**config.mk**
```make
export PLATFORM = sky130hd
export DESIGN_NAME = basic_gate_unit
export DESIGN_NICKNAME = d
export VERILOG_FILES = /design/src/rtl/basic_gate_pkg.sv /design/src/rtl/basic_gate_unit_gate_lane.sv /design/src/rtl/basic_gate_unit.sv
export SDC_FILE = /design/constraint.sdc
export NUM_CORES = 1
export LEC_CHECK = 0
export CAP_MARGIN = 30
export CORE_AREA = 2 2 39 41
export DETAILED_ROUTE_END_ITERATION = 8
export DIE_AREA = 0 0 41 43
export REMOVE_ABC_BUFFERS = 1
export SYNTH_ARGS = -nofsm -noshare
export SYNTH_HDL_FRONTEND = slang
export SYNTH_HIERARCHICAL = 1
export SYNTH_SLANG_ARGS = --single-unit
```
**constraint.sdc**
```tcl
create_clock -name clk -period 1.2 [get_ports clk]
set_clock_uncertainty 0.15 [all_clocks]
set_input_delay 0.24 -clock clk [delete_from_list [all_inputs] [get_ports clk]]
set_output_delay 0.24 -clock clk [all_outputs]
set_load 0.05 [all_outputs]
```
**src/rtl/basic_gate_pkg.sv**
```systemverilog
// basic_gate_pkg: shared width default and per-lane gate result type for basic_gate_unit.
// Optional inverted outputs (nand/nor/xnor) are included when BASIC_GATE_UNIT_INV_EN is defined.
package basic_gate_pkg;
    localparam int BGU_DEFAULT_WIDTH = 2;
    typedef struct packed {
        logic g_and;
        logic g_or;
        logic g_xor;
`ifdef BASIC_GATE_UNIT_INV_EN
        logic g_nand;
        logic g_nor;
        logic g_xnor;
`endif
    } lane_t;
endpackage

```
**src/rtl/basic_gate_unit_gate_lane.sv**
```systemverilog
// gate_lane: combinational single-bit cell producing all gate results for one lane.
// Ports: a, b (lane operands) -> r (lane_t gate results).
// Inverted results are present when BASIC_GATE_UNIT_INV_EN is defined.
module gate_lane
    import basic_gate_pkg::*;
(
    input  logic  a,
    input  logic  b,
    output lane_t r
);
    always_comb begin
        r.g_and  = a & b;
        r.g_or   = a | b;
        r.g_xor  = a ^ b;
`ifdef BASIC_GATE_UNIT_INV_EN
        r.g_nand = ~(a & b);
        r.g_nor  = ~(a | b);
        r.g_xnor = ~(a ^ b);
`endif
    end
endmodule

```
**src/rtl/basic_gate_unit.sv**
```systemverilog
// basic_gate_unit: registered bitwise AND/OR/XOR unit with valid qualifier and one-cycle latency.
// Ports: clk, rst_n (async active-low), in_valid, a, b -> out_valid, c_and, c_or, c_xor.
// BASIC_GATE_UNIT_INV_EN adds registered c_nand, c_nor, c_xnor (reset to zero).
// Results hold when in_valid is low; only out_valid drops.
module basic_gate_unit
    import basic_gate_pkg::*;
#(
    parameter int WIDTH = BGU_DEFAULT_WIDTH
) (
    input  logic             clk,
    input  logic             rst_n,
    input  logic             in_valid,
    input  logic [WIDTH-1:0] a,
    input  logic [WIDTH-1:0] b,
    output logic             out_valid,
    output logic [WIDTH-1:0] c_and,
    output logic [WIDTH-1:0] c_or,
    output logic [WIDTH-1:0] c_xor
`ifdef BASIC_GATE_UNIT_INV_EN
    ,
    output logic [WIDTH-1:0] c_nand,
    output logic [WIDTH-1:0] c_nor,
    output logic [WIDTH-1:0] c_xnor
`endif
);
    lane_t            lane_r [WIDTH];
    logic [WIDTH-1:0] and_d, or_d, xor_d;
`ifdef BASIC_GATE_UNIT_INV_EN
    logic [WIDTH-1:0] nand_d, nor_d, xnor_d;
`endif

    genvar i;
    for (i = 0; i < WIDTH; i++) begin : g_lane
        gate_lane u_lane (
            .a (a[i]),
            .b (b[i]),
            .r (lane_r[i])
        );
        assign and_d[i]  = lane_r[i].g_and;
        assign or_d[i]   = lane_r[i].g_or;
        assign xor_d[i]  = lane_r[i].g_xor;
`ifdef BASIC_GATE_UNIT_INV_EN
        assign nand_d[i] = lane_r[i].g_nand;
        assign nor_d[i]  = lane_r[i].g_nor;
        assign xnor_d[i] = lane_r[i].g_xnor;
`endif
    end

    always_ff @(posedge clk or negedge rst_n) begin
        if (!rst_n) begin
            out_valid <= 1'b0;
            c_and     <= '0;
            c_or      <= '0;
            c_xor     <= '0;
`ifdef BASIC_GATE_UNIT_INV_EN
            c_nand    <= '0;
            c_nor     <= '0;
            c_xnor    <= '0;
`endif
        end else begin
            out_valid <= in_valid;
            if (in_valid) begin
                c_and  <= and_d;
                c_or   <= or_d;
                c_xor  <= xor_d;
`ifdef BASIC_GATE_UNIT_INV_EN
                c_nand <= nand_d;
                c_nor  <= nor_d;
                c_xnor <= xnor_d;
`endif
            end
        end
    end
endmodule

```
==> results by group <==
Clocking
  • Clk root buf: clkbuf_4
  • Total CTS buffers: 3
  • CTS Hold Buffers Added: 0
  • CTS sink cnt: 7
  • Clock Tree Buf Depth: 2
  • TritonCTS clock tree: yes
  • Worst-skew pair later-pin latency: 0.24 ns
  • Clock-pin slew on the worst setup and hold paths: 0.05 ns
  • CTS H-tree depth: 1

STA
  • Period minus WS final: about 1.2 ns
  • Final hold slack: 0.09082 ns
  • Hold Vio Cnt, Final: 0
  • # setup viols final: 4
  • RSZ-0062 raised after global routing: true
  • Slew HR: 0.8036
  • Fin. max-slew vios: 0
  • Period utilization: 1.007
  • Setup TNS: -0.01546 ns
  • Slew @ Worst Pin: 0.2936 ns
  • Setup ws final: -0.008278 ns
  • Fmax: 827.6 MHz

Critical path
  • WS Path Type: flip-flop to output port
  • WP data required: 0.81 ns
  • Critical Path Stages: 1
  • Worst Path Buf+Inv: 1
  • Crit-path leading delay family: flip-flops
  • Biggest cell delay along the critical path: slightly above 0.4 ns
  • Worst r2r src: c_and[1]
  • Worst Path Max Fanout: 2
  • FF-to-FF End: c_and[1]
  • R2r setup slk: 0.12 ns
  • Critical path cell sequence: buf_12
  • Cell count of the worst reg-to-reg path: 2
  • Crit start category: flip-flop
  • Endpoint class of the critical path: output port
  • Slowest CP cell: dfrtp_1
  • CP Data Arrival Time: just over 0.8 ns

Logic synthesis
  • Avg Synthesized Cell Area: 14.55 um^2
  • Ys async rst share: 1.000
  • Post-synth EDFFs: 0
  • Yosys cell types: 5
  • Syn Inst Count: 24
  • Most frequent cell after synthesis: dfrtp_1
  • Yosys reg bits: 7
  • Post-synth top cells: dfrtp_1, inv_1, mux2_4
  • Area leader, netlist: dfrtp_1
  • Post-synth top area share: 0.5018
  • Post-synth top flop: dfrtp_1
  • Seq/Total Area, Yosys: 0.5018
  • YS warnings: 6
  • Area contributors post-synth: dfrtp_1, mux2_4, ha_1, inv_1, buf_6
  • Synth Cell Area: 349.1 um^2

Floorplan
  • IO Pins: 14
  • # rows: 14
  • Die H: between 40 and 50 um
  • Die X: 41 um
  • Initial core utilization: 0.2523
  • Die area: roughly 0.0018 mm^2
  • Area of the core: roughly 0.0014 mm^2

Worst hold path
  • HP Class: primary input to async pin

Drt
  • DR vias/cell: 3.953
  • Drt drc: 0
  • Final ANT Viol Nets: 0
  • Routed WL: 705 um
  • DR WL/cell: 11.02 um
  • Iteration-0 DRC Markers: 0
  • First-pass detailed-route iteration total: 1
  • Via count: 253

Outcome
  • Failing checks: negative setup slack
  • Status: finished with violations

Layout
  • Ratio of cells with drive above 1 in the final layout: 0.5000
  • Final antenna diode count: 0
  • Sequential Area: between 150 and 200 um^2
  • Final Util: 0.4702
  • Final net count: 60
  • Area of the multi-input gates: 140.1 um^2
  • Area grow syn2layout: 86.38%
  • Filler instances: 126

Global route
  • First-pass GRT wire length: 1.214 mm
  • Most Crowded Layer GR: met2
  • Total gr overflow: 0
  • Routing usage on met3: 0.03141
  • Global Route met2 Usage: 0.1750
  • Vias in the first global route: 296
  • Initial antenna violation count: 0
  • Largest net degree at the start of global routing: 8
  • Routing usage on met1: 0.1063
  • GR Util All Layers: 0.1136

Placement
  • Post-DP HPWL: 594.1 um
  • GPL Wtd Cong: 0.6744
  • Pre-CTS setup slack: -0.4201 ns
  • Port Buf Inserts: 13

Power and ir drop
  • Max IR drop VDD: 0.4225 mV
  • Design Power: 794.0 uW
  • Power Density: 1220 mW/mm^2
  • LEAKAGE: 0.0003423 uW

Run
  • Maxcap violations: 0
## per-layer routing
layer / part of all wire / wire (um)
met4: 0.031 / 22
met5: 0 / 0
met1: 0.35 / 248
met3: 0.028 / 20
met2: 0.59 / 414
## cell type report
type / count / area share
inverters: 6 / 0.03462
repair buffers: 21 / 0.4096
clock buffers: 4 / 0.04038
flip-flops and latches: 7 / 0.2692
well taps: 16 / 0.03077
multi-input cells: 10 / 0.2154
## cell usage in the layout, fill, tap and decap left out, drive strengths merged
master	n
clkdlybuf4s50	1
dfrtp	7
clkbuf	4
inv	6
mux2	6
ha	4
dlygate4sd2	5
buf	15
## metrics by stage
step                      std cells  area [um^2]
after floorplan                  23        337.8
after global placement           55        593.1
after detailed placement         55        593.1
after CTS                        63        643.1
after global routing             64        650.6
final                            64        650.6
## state kept, by name, summed over array words and instances, names as in the netlist
register	flops
c_xor	2
c_and	2
c_or	2
out_valid	1
## worst max-delay path by stage
stage / startpoint / to
global placement: a[1] / c_xor[1]
floorplan: c_and[0] / c_and[0]
global route: c_and[1] / c_and[1]
detailed placement: b[0] / c_xor[0]
finish: c_and[1] / c_and[1]
CTS: c_xor[0] / c_xor[0]
## logic make-up (layout without fill, tap and decap cells)
family	Yosys count	in the layout	synth area share
multiplexers	6	6	0.2581
adder cells (fa/ha/maj)	4	4	0.1434
flip-flops	7	7	0.5018
buffers and inverters	7	31	0.09677
## repair_timing
| item | CTS | global route |
|---|---|---|
| endpoints found under the setup margin | 12 | 6 |
| hold endpoints to repair | 0 | 0 |
| resized for setup | 5 | 0 |
| setup buffers | 4 | 1 |
| pin swaps | 1 | 0 |
## power by group
| group | internal (uW) | total, uW | switching [uW] |
|---|---|---|---|
| registers | 261 | 287 | 26.4 |
| clock network | 126 | 206 | 80.0 |
| logic | 169 | 301 | 131 |
No activity file was read; power rests on OpenSTA's default activity.
